==> src/rtl/timer_mode_ctrl.sv <==
// Mode controller and BCD time register for the mm:ss timer display.
// Debounces four active-low keys and sequences STOP/RUN/SET_SS/SET_MM.
module timer_mode_ctrl #(
    parameter int          DEBOUNCE_CYCLES = 500000,
    parameter int          DB_W            = 19,
    parameter logic [7:0]  PRESET_MM       = 8'h59
) (
    input  logic        CLK,
    input  logic        RST_N,
    input  logic [3:0]  KEY,
    input  logic        TICK,
    output logic [15:0] TIME_BCD,
    output logic [15:0] DIGIT,
    output logic [1:0]  MODE,
    output logic        LAP,
    output logic        WRAP
);

    typedef enum logic [1:0] {
        ST_STOP   = 2'd0,
        ST_RUN    = 2'd1,
        ST_SET_SS = 2'd2,
        ST_SET_MM = 2'd3
    } mode_t;

    localparam logic [DB_W-1:0] DB_LAST = DB_W'(DEBOUNCE_CYCLES - 1);

    // Key path state
    logic [3:0]      sync1_q;
    logic [3:0]      sync2_q;
    logic [3:0]      db_q;
    logic [3:0]      press_q;
    logic [DB_W-1:0] cnt_q [4];

    // Timer state
    mode_t       mode_q, mode_n;
    logic [15:0] time_q, time_n;
    logic [15:0] snap_q, snap_n;
    logic [15:0] digit_q, digit_n;
    logic        lap_q, lap_n;
    logic        wrap_q, wrap_n;

    // Increment tree for the live time
    logic [7:0]  ss_inc, mm_inc;
    logic        ss_carry, mm_carry;
    logic [15:0] tick_time;
    logic        tick_wrap;

    // BCD 00..59 increment; bit 8 is the carry out of 59 -> 00.
    function automatic logic [8:0] bcd60_inc(input logic [7:0] v);
        logic [8:0] r;
        if (v[3:0] == 4'd9) begin
            if (v[7:4] == 4'd5) begin
                r = {1'b1, 8'h00};
            end else begin
                r = {1'b0, v[7:4] + 4'd1, 4'd0};
            end
        end else begin
            r = {1'b0, v[7:4], v[3:0] + 4'd1};
        end
        return r;
    endfunction

    // Synchronise, debounce and edge-detect each key. The press pulse is
    // registered on the same edge that the debounced level falls.
    always_ff @(posedge CLK or negedge RST_N) begin
        if (!RST_N) begin
            sync1_q <= 4'hF;
            sync2_q <= 4'hF;
            db_q    <= 4'hF;
            press_q <= 4'h0;
            for (int i = 0; i < 4; i++) begin
                cnt_q[i] <= '0;
            end
        end else begin
            sync1_q <= KEY;
            sync2_q <= sync1_q;
            press_q <= 4'h0;
            for (int i = 0; i < 4; i++) begin
                if (sync2_q[i] == db_q[i]) begin
                    cnt_q[i] <= '0;
                end else if (cnt_q[i] == DB_LAST) begin
                    cnt_q[i]   <= '0;
                    db_q[i]    <= sync2_q[i];
                    press_q[i] <= ~sync2_q[i];
                end else begin
                    cnt_q[i] <= cnt_q[i] + DB_W'(1);
                end
            end
        end
    end

    assign {ss_carry, ss_inc} = bcd60_inc(time_q[7:0]);
    assign {mm_carry, mm_inc} = bcd60_inc(time_q[15:8]);
    assign tick_time = ss_carry ? {mm_inc, ss_inc} : {time_q[15:8], ss_inc};
    assign tick_wrap = ss_carry & mm_carry;

    always_ff @(posedge CLK or negedge RST_N) begin
        if (!RST_N) begin
            mode_q  <= ST_STOP;
            time_q  <= 16'h0000;
            snap_q  <= 16'h0000;
            digit_q <= 16'h0000;
            lap_q   <= 1'b0;
            wrap_q  <= 1'b0;
        end else begin
            mode_q  <= mode_n;
            time_q  <= time_n;
            snap_q  <= snap_n;
            digit_q <= digit_n;
            lap_q   <= lap_n;
            wrap_q  <= wrap_n;
        end
    end

    // Only the highest-priority press acts: P0 > P3 > P1 > P2.
    always_comb begin
        mode_n = mode_q;
        time_n = time_q;
        snap_n = snap_q;
        lap_n  = lap_q;
        wrap_n = 1'b0;

        if (press_q[0]) begin
            mode_n = ST_STOP;
            time_n = 16'h0000;
            lap_n  = 1'b0;
        end else if (press_q[3]) begin
            time_n = {PRESET_MM, 8'h00};
        end else if (press_q[1]) begin
            case (mode_q)
                ST_STOP: begin
                    mode_n = ST_RUN;
                end
                ST_RUN: begin
                    // A tick coinciding with the stop still counts.
                    mode_n = ST_STOP;
                    lap_n  = 1'b0;
                    if (TICK) begin
                        time_n = tick_time;
                        wrap_n = tick_wrap;
                    end
                end
                ST_SET_SS: begin
                    time_n[7:0] = ss_inc;
                end
                ST_SET_MM: begin
                    time_n[15:8] = mm_inc;
                end
                default: begin
                    mode_n = ST_STOP;
                end
            endcase
        end else if (press_q[2]) begin
            case (mode_q)
                ST_STOP:   mode_n = ST_SET_SS;
                ST_SET_SS: mode_n = ST_SET_MM;
                ST_SET_MM: mode_n = ST_STOP;
                ST_RUN: begin
                    lap_n = ~lap_q;
                    if (!lap_q) begin
                        snap_n = time_q;
                    end
                    if (TICK) begin
                        time_n = tick_time;
                        wrap_n = tick_wrap;
                    end
                end
                default: mode_n = ST_STOP;
            endcase
        end else if (mode_q == ST_RUN && TICK) begin
            time_n = tick_time;
            wrap_n = tick_wrap;
        end

        digit_n = lap_n ? snap_n : time_n;
    end

    assign TIME_BCD = time_q;
    assign DIGIT    = digit_q;
    assign MODE     = mode_q;
    assign LAP      = lap_q;
    assign WRAP     = wrap_q;

endmodule

==> config.mk <==
export PLATFORM = sky130hd
export DESIGN_NAME = timer_mode_ctrl
export DESIGN_NICKNAME = d
export VERILOG_FILES = /design/src/rtl/timer_mode_ctrl.sv
export SDC_FILE = /design/constraint.sdc
export NUM_CORES = 1
export LEC_CHECK = 0
export CELL_PAD_IN_SITES_DETAIL_PLACEMENT = 2
export CELL_PAD_IN_SITES_GLOBAL_PLACEMENT = 2
export CORE_UTILIZATION = 39
export CTS_CLUSTER_DIAMETER = 120
export CTS_CLUSTER_SIZE = 28
export DETAILED_ROUTE_END_ITERATION = 10
export PLACE_DENSITY_LB_ADDON = 0.15
export RECOVER_POWER = 25
export SLEW_MARGIN = 30
export SYNTH_ARGS = -nofsm -noshare
export SYNTH_HDL_FRONTEND = slang
export SYNTH_SLANG_ARGS = --single-unit
export TNS_END_PERCENT = 50
==> constraint.sdc <==
create_clock -name CLK -period 2.55 [get_ports CLK]
set_input_delay 0.51 -clock CLK [delete_from_list [all_inputs] [get_ports CLK]]
set_output_delay 0.51 -clock CLK [all_outputs]
set_load 0.02 [all_outputs]
==> out/results.ini <==
[clock_network]
hold_buffers=0
cts.htree.levels=4
root_buffer=clkbuf_16
clock_path_buffers=2
clkTransAtPathRegs_ns=0.07
clk_latency_ns=0.44
cts_buffers=17
cts_num_sinks=144
cts_tree=yes

[grt]
grt_pass1_vias=6476
grt_pass1_wl_um=34400
grt_max_degree=52
antenna_found_initial=0
grt_usage=0.241
grt_overflow_total=0

[yosys]
ys_warn_count=0
async_flop_share=1.00
synth_nets=740
seq_area_frac_synth=0.504
yosys_register_bits=144
synth_edf_count=0
synthFlopType=dfrtp_1
syn_area_per_cell_um2=10.0
synthCells=716
synth_area_um2=7190
yosysUniqueCellTypes=62

[run]
max_cap_viol_count=0

[setup_path]
cp_max_fo=12
r2r_setup_slack_ns=0.19
worst_setup_path_start_kind=flop
crit_slowest_cell=or4_1
worstPathRequired_ns=2.92
path_delay_family=simple AND/OR/NAND/NOR gates
crit_arrival_ns=2.74
endpoint_kind=flop
crit_type=reg -> reg
critPathMaxStageDelay_ns=0.58
path_cells=inv_1 > ha_1 > buf_4 > nand2_1 > or4_1 > a311oi_2 > mux2_2
cp_num_buf_inv=2

[sta]
layout_min_cycle_time_ns=2.36
fmaxAchievable_mhz=423
timing.final.crit_share=0.927
grt_setup_unrepaired=false
setup_viol=0
relSlewSlack=0.111
clock_skew_ns=0.00862
finalHoldViolCount=0
slew_viol_final=0
tightestPinTransition_ns=1.33
fin_tns_setup_ns=0

[die]
die_area_um2=19000
start_util=0.399
io_pins=43
core_um2=18000
die_h_um=138
rows=49
die_w_um=138

[final_layout]
area_growth_pct=18.9
finalNonFillerCells=1012
antenna_cells=0
final_nets=794
drive_gt1_frac=0.129

[placement]
io_buffers=42
dp.cells=980
hpwl_um=14000
gp_congestion=0.812

[power_and_ir_drop]
ir_worst_vdd_uv=506
p_leak_nw=3.69
powerDensity_nw_per_um2=598

[worst_hold_path]
hp-class=in -> async

[drt]
wl_per_cell_um=20.7
postRouteAntennaNets=0
vias=5654
drc=0
drt_iter0_markers=224
wirelength_um=20900
first_pass_iters=4
vias_per_cell=5.59

[status]
status=completed

[metal layers]
| layer | global-route usage | vias to the layer above | share of wire |
|---|---|---|---|
| met4 | 0.101 | 0 | 0.024 |
| met5 | 0 | - | 0 |
| met3 | 0.0500 | 34 | 0.027 |
| li1 | - | 2607 | - |
| met1 | 0.282 | 2930 | 0.43 |
| met2 | 0.426 | 83 | 0.52 |
[repair_timing]
item | 4_1_cts | 5_1_grt
buffers inserted | 0 | 0
endpoints found under the setup margin | 0 | 1
gates resized for setup | 0 | 1
[sequential cells by signal (all words and copies together), names as in the netlist, 4 cells and up]
name / cells
db_q: 4
sync2_q: 4
press_q: 4
sync1_q: 4
TIME_BCD: 16
snap_q: 16
cnt_q: 76
DIGIT: 16
[worst paths after layout]
path / startpoint / to / cells past startpoint
setup / recovery: MODE[1]$_DFFE_PN0P_ / DIGIT[3]$_DFF_PN0_ / 7
hold / removal: RST_N / TIME_BCD[6]$_DFF_PN0_ / 1
setup reg to reg: MODE[1]$_DFFE_PN0P_ / DIGIT[3]$_DFF_PN0_ / 7
hold reg to reg: sync1_q[2]$_DFF_PN1_ / sync2_q[2]$_DFF_PN1_ / 0
max in group asynchronous: RST_N / cnt_q[70]$_DFF_PN0_ / 2
min in group CLK: sync1_q[2]$_DFF_PN1_ / sync2_q[2]$_DFF_PN1_ / 0
[cells in the final DEF, fill, tap and decap left out, drive strengths merged, types with 6 or more instances in the layout]
cell type and n:
and3b 6, nor2b 6, a211oi 7, nand3b 6
xor2 40, or2 6, xnor2 30, nor4 8
nand2 50, nor4b 8, nand3 34, mux2 20
nand4 18, o21ai 29, buf 25, clkdlybuf4s50 37
nor3 17, a31oi 6, clkbuf 20, inv 24
ha 17, and3 15, and4 7, nor2 111
dfstp 12, dfrtp 132, a21oi 16
[logic make-up (layout without fill, tap and decap cells)]
family          count (synthesis)  in the layout  synth area share
mux                            21             21            0.0338
fa+ha+maj                      17             17            0.0296
buf+inv                        54            121            0.0355
xor+xnor                       70             70            0.0853
flops                         144            144             0.504
simple gates                  315            315             0.221
compound gates                 95             95            0.0911
[power by group]
part	internal (mW)	total (mW)	switching [mW]
sequential	2.31	2.33	0.0216
clock	1.58	2.65	1.07
combinational	0.0329	0.122	0.0887
total	3.92	5.11	1.18
[synthesized netlist by cell type, types with 13 or more instances]
master | n | area [µm²]
nand4_1 | 18 | 113
xnor2_1 | 30 | 263
nor2_1 | 111 | 417
clkbuf_1 | 13 | 48.8
a21oi_1 | 16 | 80.1
nor3_1 | 17 | 85.1
nand2_1 | 50 | 188
nand3_1 | 34 | 170
ha_1 | 17 | 213
o21ai_0 | 22 | 110
dfrtp_1 | 132 | 3300
mux2_2 | 18 | 203
inv_1 | 21 | 78.8
xor2_1 | 40 | 350
and3_1 | 15 | 93.8
[stage by stage]
stage	utilization	hold WS (ns)	total power, mW	area (µm²)	worst slack (ns)
after floorplan	-	0.214	2.42	7190	0.202
after global placement	0.440	0.346	2.50	7940	0.169
after detailed placement	0.440	0.348	2.51	7940	0.0400
final	0.474	0.355	5.11	8540	0.186
after CTS	0.475	0.0234	5.17	8560	0.103
after global routing	0.474	0.356	5.26	8540	0.0448
[area by class of cell]
| cell class | instances | area [µm²] |
|---|---|---|
| Fill cell | 1869 | 9480 |
| Sequential cell | 144 | 3620 |
| Multi-Input combinational cell | 518 | 3320 |
| Timing Repair Buffer | 68 | 621 |
| Clock buffer | 18 | 439 |
| Tap cell | 229 | 287 |
| Clock inverter | 14 | 180 |
| Inverter | 21 | 78.8 |
Note: power is estimated with default switching activity, not from simulation.
==> patch 1 (same flow settings) <==
`DB_W`: 19 -> 38.
--- a/src/rtl/timer_mode_ctrl.sv
+++ b/src/rtl/timer_mode_ctrl.sv
@@ -3,5 +3,5 @@
 module timer_mode_ctrl #(
     parameter int          DEBOUNCE_CYCLES = 500000,
-    parameter int          DB_W            = 19,
+    parameter int          DB_W            = 38,
     parameter logic [7:0]  PRESET_MM       = 8'h59
 ) (
Formal check against the unedited RTL: no difference found for any inputs over 10 cycles, from zero or initial values and one cycle with RST_N low; that may be too few to reach the edited logic, so the function may still have changed.
==> patch 1 against the unedited design <==
- the flow now finishes with violations (capacitance limit, slew limit)
- setup slack better by 21 ps
- wire length rose by 50%
- sequential power up 52%
- synthesized cell count up 63%
- clock skew rose by 7.0 ps
- sequential cell count up 76
- total power rose by 14%
- final area up 50%
- area after synthesis rose by 57%
- critical path depth stayed put
- critical path type unchanged
- critical endpoint is now DIGIT[15]
==> patch 1: results (changes against the unedited design) <==
grt:
  gr-usage-met1_pct: 29.0  # was 28.2%
  grt_pass1_vias: 10042  # was 6476
  grt_pass1_wl_mm: 52.7  # was 34.4 mm
  use_met3_pct: 2.11  # was 5.00%
  groute.usage.overall_pct: 22.1  # was 24.1%
timing:
  report.final.slew_viol_count: 84  # was 0
  skew_ps: 15.6  # was 8.62 ps
place:
  dp_cells: 1602  # was 980
  gp_routability_congestion: 0.791  # was 0.812
  dp_hpwl_mm: 22.2  # was 14.0 mm
  pre_cts_ws_ps: 19.0  # was 40.0 ps
flow_run:
  cap_violations: 1  # was 0
setup_path:
  critical_path_peak_fanout: 10  # was 12
  critPathTopFamily: "compound AO/OA/AOI/OAI gates"  # was simple AND/OR/NAND/NOR gates
pwr:
  leakagePower_uw: 0.00528  # was 0.00369 uW
  comb_power_share_pct: 3.2  # was 2.4%
  power_switching_uw: 1320  # was 1180 uW
outcome:
  failed_checks: "capacitance limit, slew limit"
  run_status: "finished with violations"  # was completed
min_path:
  hold_path_class: "reg2reg"  # was in2async
yosys:
  ys_types: 68  # was 62
  yosys-top-cells-count: "208 x sky130_fd_sc_hd__dfrtp_1, 185 x sky130_fd_sc_hd__nor2_1, 76 x sky130_fd_sc_hd__nand2_1"  # was 132 x sky130_fd_sc_hd__dfrtp_1, 111 x sky130_fd_sc_hd__nor2_1, 50 x sky130_fd_sc_hd__nand2_1
cts:
  cts.clk_slew.worst_paths_ps: 120  # was 70 ps
  clock_latency_ps: 480  # was 440 ps
  max-clock-path-buffers: 3  # was 2
  htreeDepth: 1  # was 4
routing:
  met1Wirelength_mm: 14.6  # was 8.93 mm
-- patch 1: cell type report --
cell class / count / area [sq um] / area share, %
flip-flops and latches: 220 / 5520 / 43.2
clock inverters: 1 / 30.0 / 0.235
repair buffers: 98 / 878 / 6.88
multi-input cells: 875 / 5460 / 42.8
clock buffers: 16 / 294 / 2.30
inverters: 31 / 116 / 0.911
well taps: 378 / 473 / 3.70
-- patch 1: final timing paths --
path	endpoint	slack, ps
worst max-delay path	DIGIT[15]	210
worst min register to register	sync2_q[1]	360
min in group asynchronous	cnt_q[125]	680
worst max register to register	DIGIT[15]	210
max in group asynchronous	cnt_q[22]	440
worst min-delay path	sync2_q[1]	360
-- patch 1: kinds of logic after synthesis --
group	Yosys count	share of synthesized area [%]
buffers and inverters	75	2.80
XOR/XNOR	132	10.2
AND/OR/NAND/NOR	592	27.4
AO/OA/AOI/OAI	110	6.40
flip-flops	220	48.9
adder cells (fa/ha/maj)	17	1.88
multiplexers	24	2.39
==> patch 2 (same flow settings) <==
Without the edit above. Register the inputs `KEY` and `TICK` before use, without a reset. The logic sees them one clock later.
--- a/src/rtl/timer_mode_ctrl.sv
+++ b/src/rtl/timer_mode_ctrl.sv
@@ -25,4 +25,12 @@
 
     localparam logic [DB_W-1:0] DB_LAST = DB_W'(DEBOUNCE_CYCLES - 1);
+
+    logic [3:0] KEY_q;
+    logic TICK_q;
+
+    always_ff @(posedge CLK) begin
+        KEY_q  <= KEY;
+        TICK_q <= TICK;
+    end
 
     // Key path state
@@ -74,5 +82,5 @@
             end
         end else begin
-            sync1_q <= KEY;
+            sync1_q <= KEY_q;
             sync2_q <= sync1_q;
             press_q <= 4'h0;
@@ -137,5 +145,5 @@
                     mode_n = ST_STOP;
                     lap_n  = 1'b0;
-                    if (TICK) begin
+                    if (TICK_q) begin
                         time_n = tick_time;
                         wrap_n = tick_wrap;
@@ -162,5 +170,5 @@
                         snap_n = time_q;
                     end
-                    if (TICK) begin
+                    if (TICK_q) begin
                         time_n = tick_time;
                         wrap_n = tick_wrap;
@@ -169,5 +177,5 @@
                 default: mode_n = ST_STOP;
             endcase
-        end else if (mode_q == ST_RUN && TICK) begin
+        end else if (mode_q == ST_RUN && TICK_q) begin
             time_n = tick_time;
             wrap_n = tick_wrap;
Check against the original RTL: same outputs for any inputs over 10 cycles, from zero or initial values and one cycle with RST_N low; that may be too few to reach the edited logic, so the function may still have changed.
==> patch 2 against the unedited design <==
- the run now ends with DRC, capacitance limit, slew limit left
- area after synthesis increased by 0.98%
- setup slack better by 13 ps
- sequential share of layout area up 0.71 points
- final area grew 1.1%
- non-clock buffer count down 3
- total power grew 0.54%
- sequential power grew 4%
- utilization is 0.35 points higher
- sequential cell count increased by 5
- wire length hardly changed
- critical path type unchanged
- critical endpoint is now DIGIT[14]
- largest cell class unchanged
==> patch 2: results (changes against the unedited design) <==
setup_path:
  critPathTopFamily: "compound AO/OA/AOI/OAI gates"  # was simple AND/OR/NAND/NOR gates
  critical-path-slowest-cell: "sky130_fd_sc_hd__dfrtp_1"  # was sky130_fd_sc_hd__or4_1
  timing.critical_path.slowest_cell_delay_ps: 530  # was 580 ps
yosys:
  post_synth_xor_area_fraction_pct: 8.81  # was 8.53%
  yosys-top-cells-count: "132 x sky130_fd_sc_hd__dfrtp_1, 119 x sky130_fd_sc_hd__nor2_1, 50 x sky130_fd_sc_hd__nand2_1"  # was 132 x sky130_fd_sc_hd__dfrtp_1, 111 x sky130_fd_sc_hd__nor2_1, 50 x sky130_fd_sc_hd__nand2_1
  yosys.area_share.adder_pct: 3.10  # was 2.96%
  synth-seq-area-share_pct: 51.3  # was 50.4%
  mux_contribution_to_synthesized_area_pct: 3.71  # was 3.38%
  ys_types: 64  # was 62
  area_fraction_in_compound_gates_after_synthesis_pct: 8.62  # was 9.11%
  async_reset_ff_share_pct: 96.6  # was 100%
grt:
  groute.usage.overall_pct: 22.8  # was 24.1%
  grt_pass1_vias: 6413  # was 6476
  grt_pass1_wl_mm: 34.2  # was 34.4 mm
  grt_start_max_net_pins: 55  # was 52
pwr:
  power_switching_uw: 1140  # was 1180 uW
  leakagePower_uw: 0.00375  # was 0.00369 uW
finish:
  fillers: 1895  # was 1869
  final_layout_size_suffix_gt1_share_pct: 13.0  # was 12.9%
  finish.net_count: 802  # was 794
  top_register: "cnt_q"  # unchanged
timing:
  skew_ps: 11.9  # was 8.62 ps
  report.final.slew_viol_count: 52  # was 0
  worst_slew_pin_slew_ps: 1510  # was 1330 ps
outcome:
  failed_checks: "DRC, capacitance limit, slew limit"
  run_status: "finished with violations"  # was completed
place:
  gp_routability_congestion: 0.789  # was 0.812
routing:
  via_count: 5605  # was 5654
  drt_drc_violations_left: 2  # was 0
  wl_per_cell_um: 20.5  # was 20.7 um
flow_run:
  cap_violations: 1  # was 0
min_path:
  hold_path_class: "reg2reg"  # was in2async
==> patch 2: stage by stage <==
stage | setup slack, ps | area (sq um) | hold WS [ps] | instances
2_1_floorplan | 99.9 | 7260 | 214 | 716
3_3_place_gp | 178 | 8020 | 286 | 987
3_5_place_dp | 68.4 | 8020 | 287 | 987
4_1_cts | 88.9 | 8630 | 61.5 | 1019
5_1_grt | 123 | 8630 | 305 | 1019
6_report | 199 | 8630 | 300 | 1019
==> patch 2: cells by family after synthesis <==
group,Yosys count
AO/OA/AOI/OAI,93
XOR/XNOR,73
adder cells (fa/ha/maj),18
buffers and inverters,49
flip-flops,149
multiplexers,22
AND/OR/NAND/NOR,312
==> patch 2: cell type report <==
type | instances | area, sq um | area share [%]
timing repair buffer | 65 | 613 | 7.10
multi-input combinational | 518 | 3310 | 38.4
inverter | 26 | 100 | 1.16
tap | 229 | 287 | 3.32
sequential | 149 | 3720 | 43.1
clock buffer | 20 | 447 | 5.17
clock inverter | 12 | 156 | 1.81
==> patch 2: what timing repair did <==
action / 4_1_cts / 5_1_grt
gates cloned: 0 / 0
resized for setup: 1 / 4
hold buffers: 0 / 0
endpoints found under the setup margin: 1 / 8
==> patch 2: path summary, 6_finish.rpt <==
| check | depth (start not counted) | end | from | slack, ps |
|---|---|---|---|---|
| max reg2reg | 6 | DIGIT[14] | TIME_BCD[0] | 200 |
| max in group asynchronous | 2 | cnt_q[29] | RST_N | 1110 |
| min reg2reg | 0 | sync1_q[2] | KEY_q[2] | 300 |
| min | 0 | sync1_q[2] | KEY_q[2] | 300 |
| min in group asynchronous | 1 | WRAP | RST_N | 450 |
| max | 6 | DIGIT[14] | TIME_BCD[0] | 200 |
==> patch 2: worst reg2reg max path, cell delays in order, from the launching register on <==
cell,delay [ps]
sky130_fd_sc_hd__dfrtp_1,530
sky130_fd_sc_hd__ha_1,320
sky130_fd_sc_hd__and4b_2,340
sky130_fd_sc_hd__nand2_1,180
sky130_fd_sc_hd__o21ai_1,320
sky130_fd_sc_hd__a41oi_1,220
sky130_fd_sc_hd__a311oi_1,330
==> patch 2: routing by layer <==
layer	vias to the layer above	track usage, %	part of all wire (%)
met2	68	41.1	52
li1	2615	-	-
met3	17	4.23	2.7
met1	2905	28.1	44
met5	-	0	0
met4	0	5.85	0.88
==> patch 2: power by group through the flow <==
stage               logic (uW)  registers (uW)  clock network [uW]
finish                     121            2420                2590
global route               139            2420                2740
CTS                        129            2420                2670
detailed placement         127            2460                   0
global placement           119            2460                   0
floorplan                 50.7            2450                   0
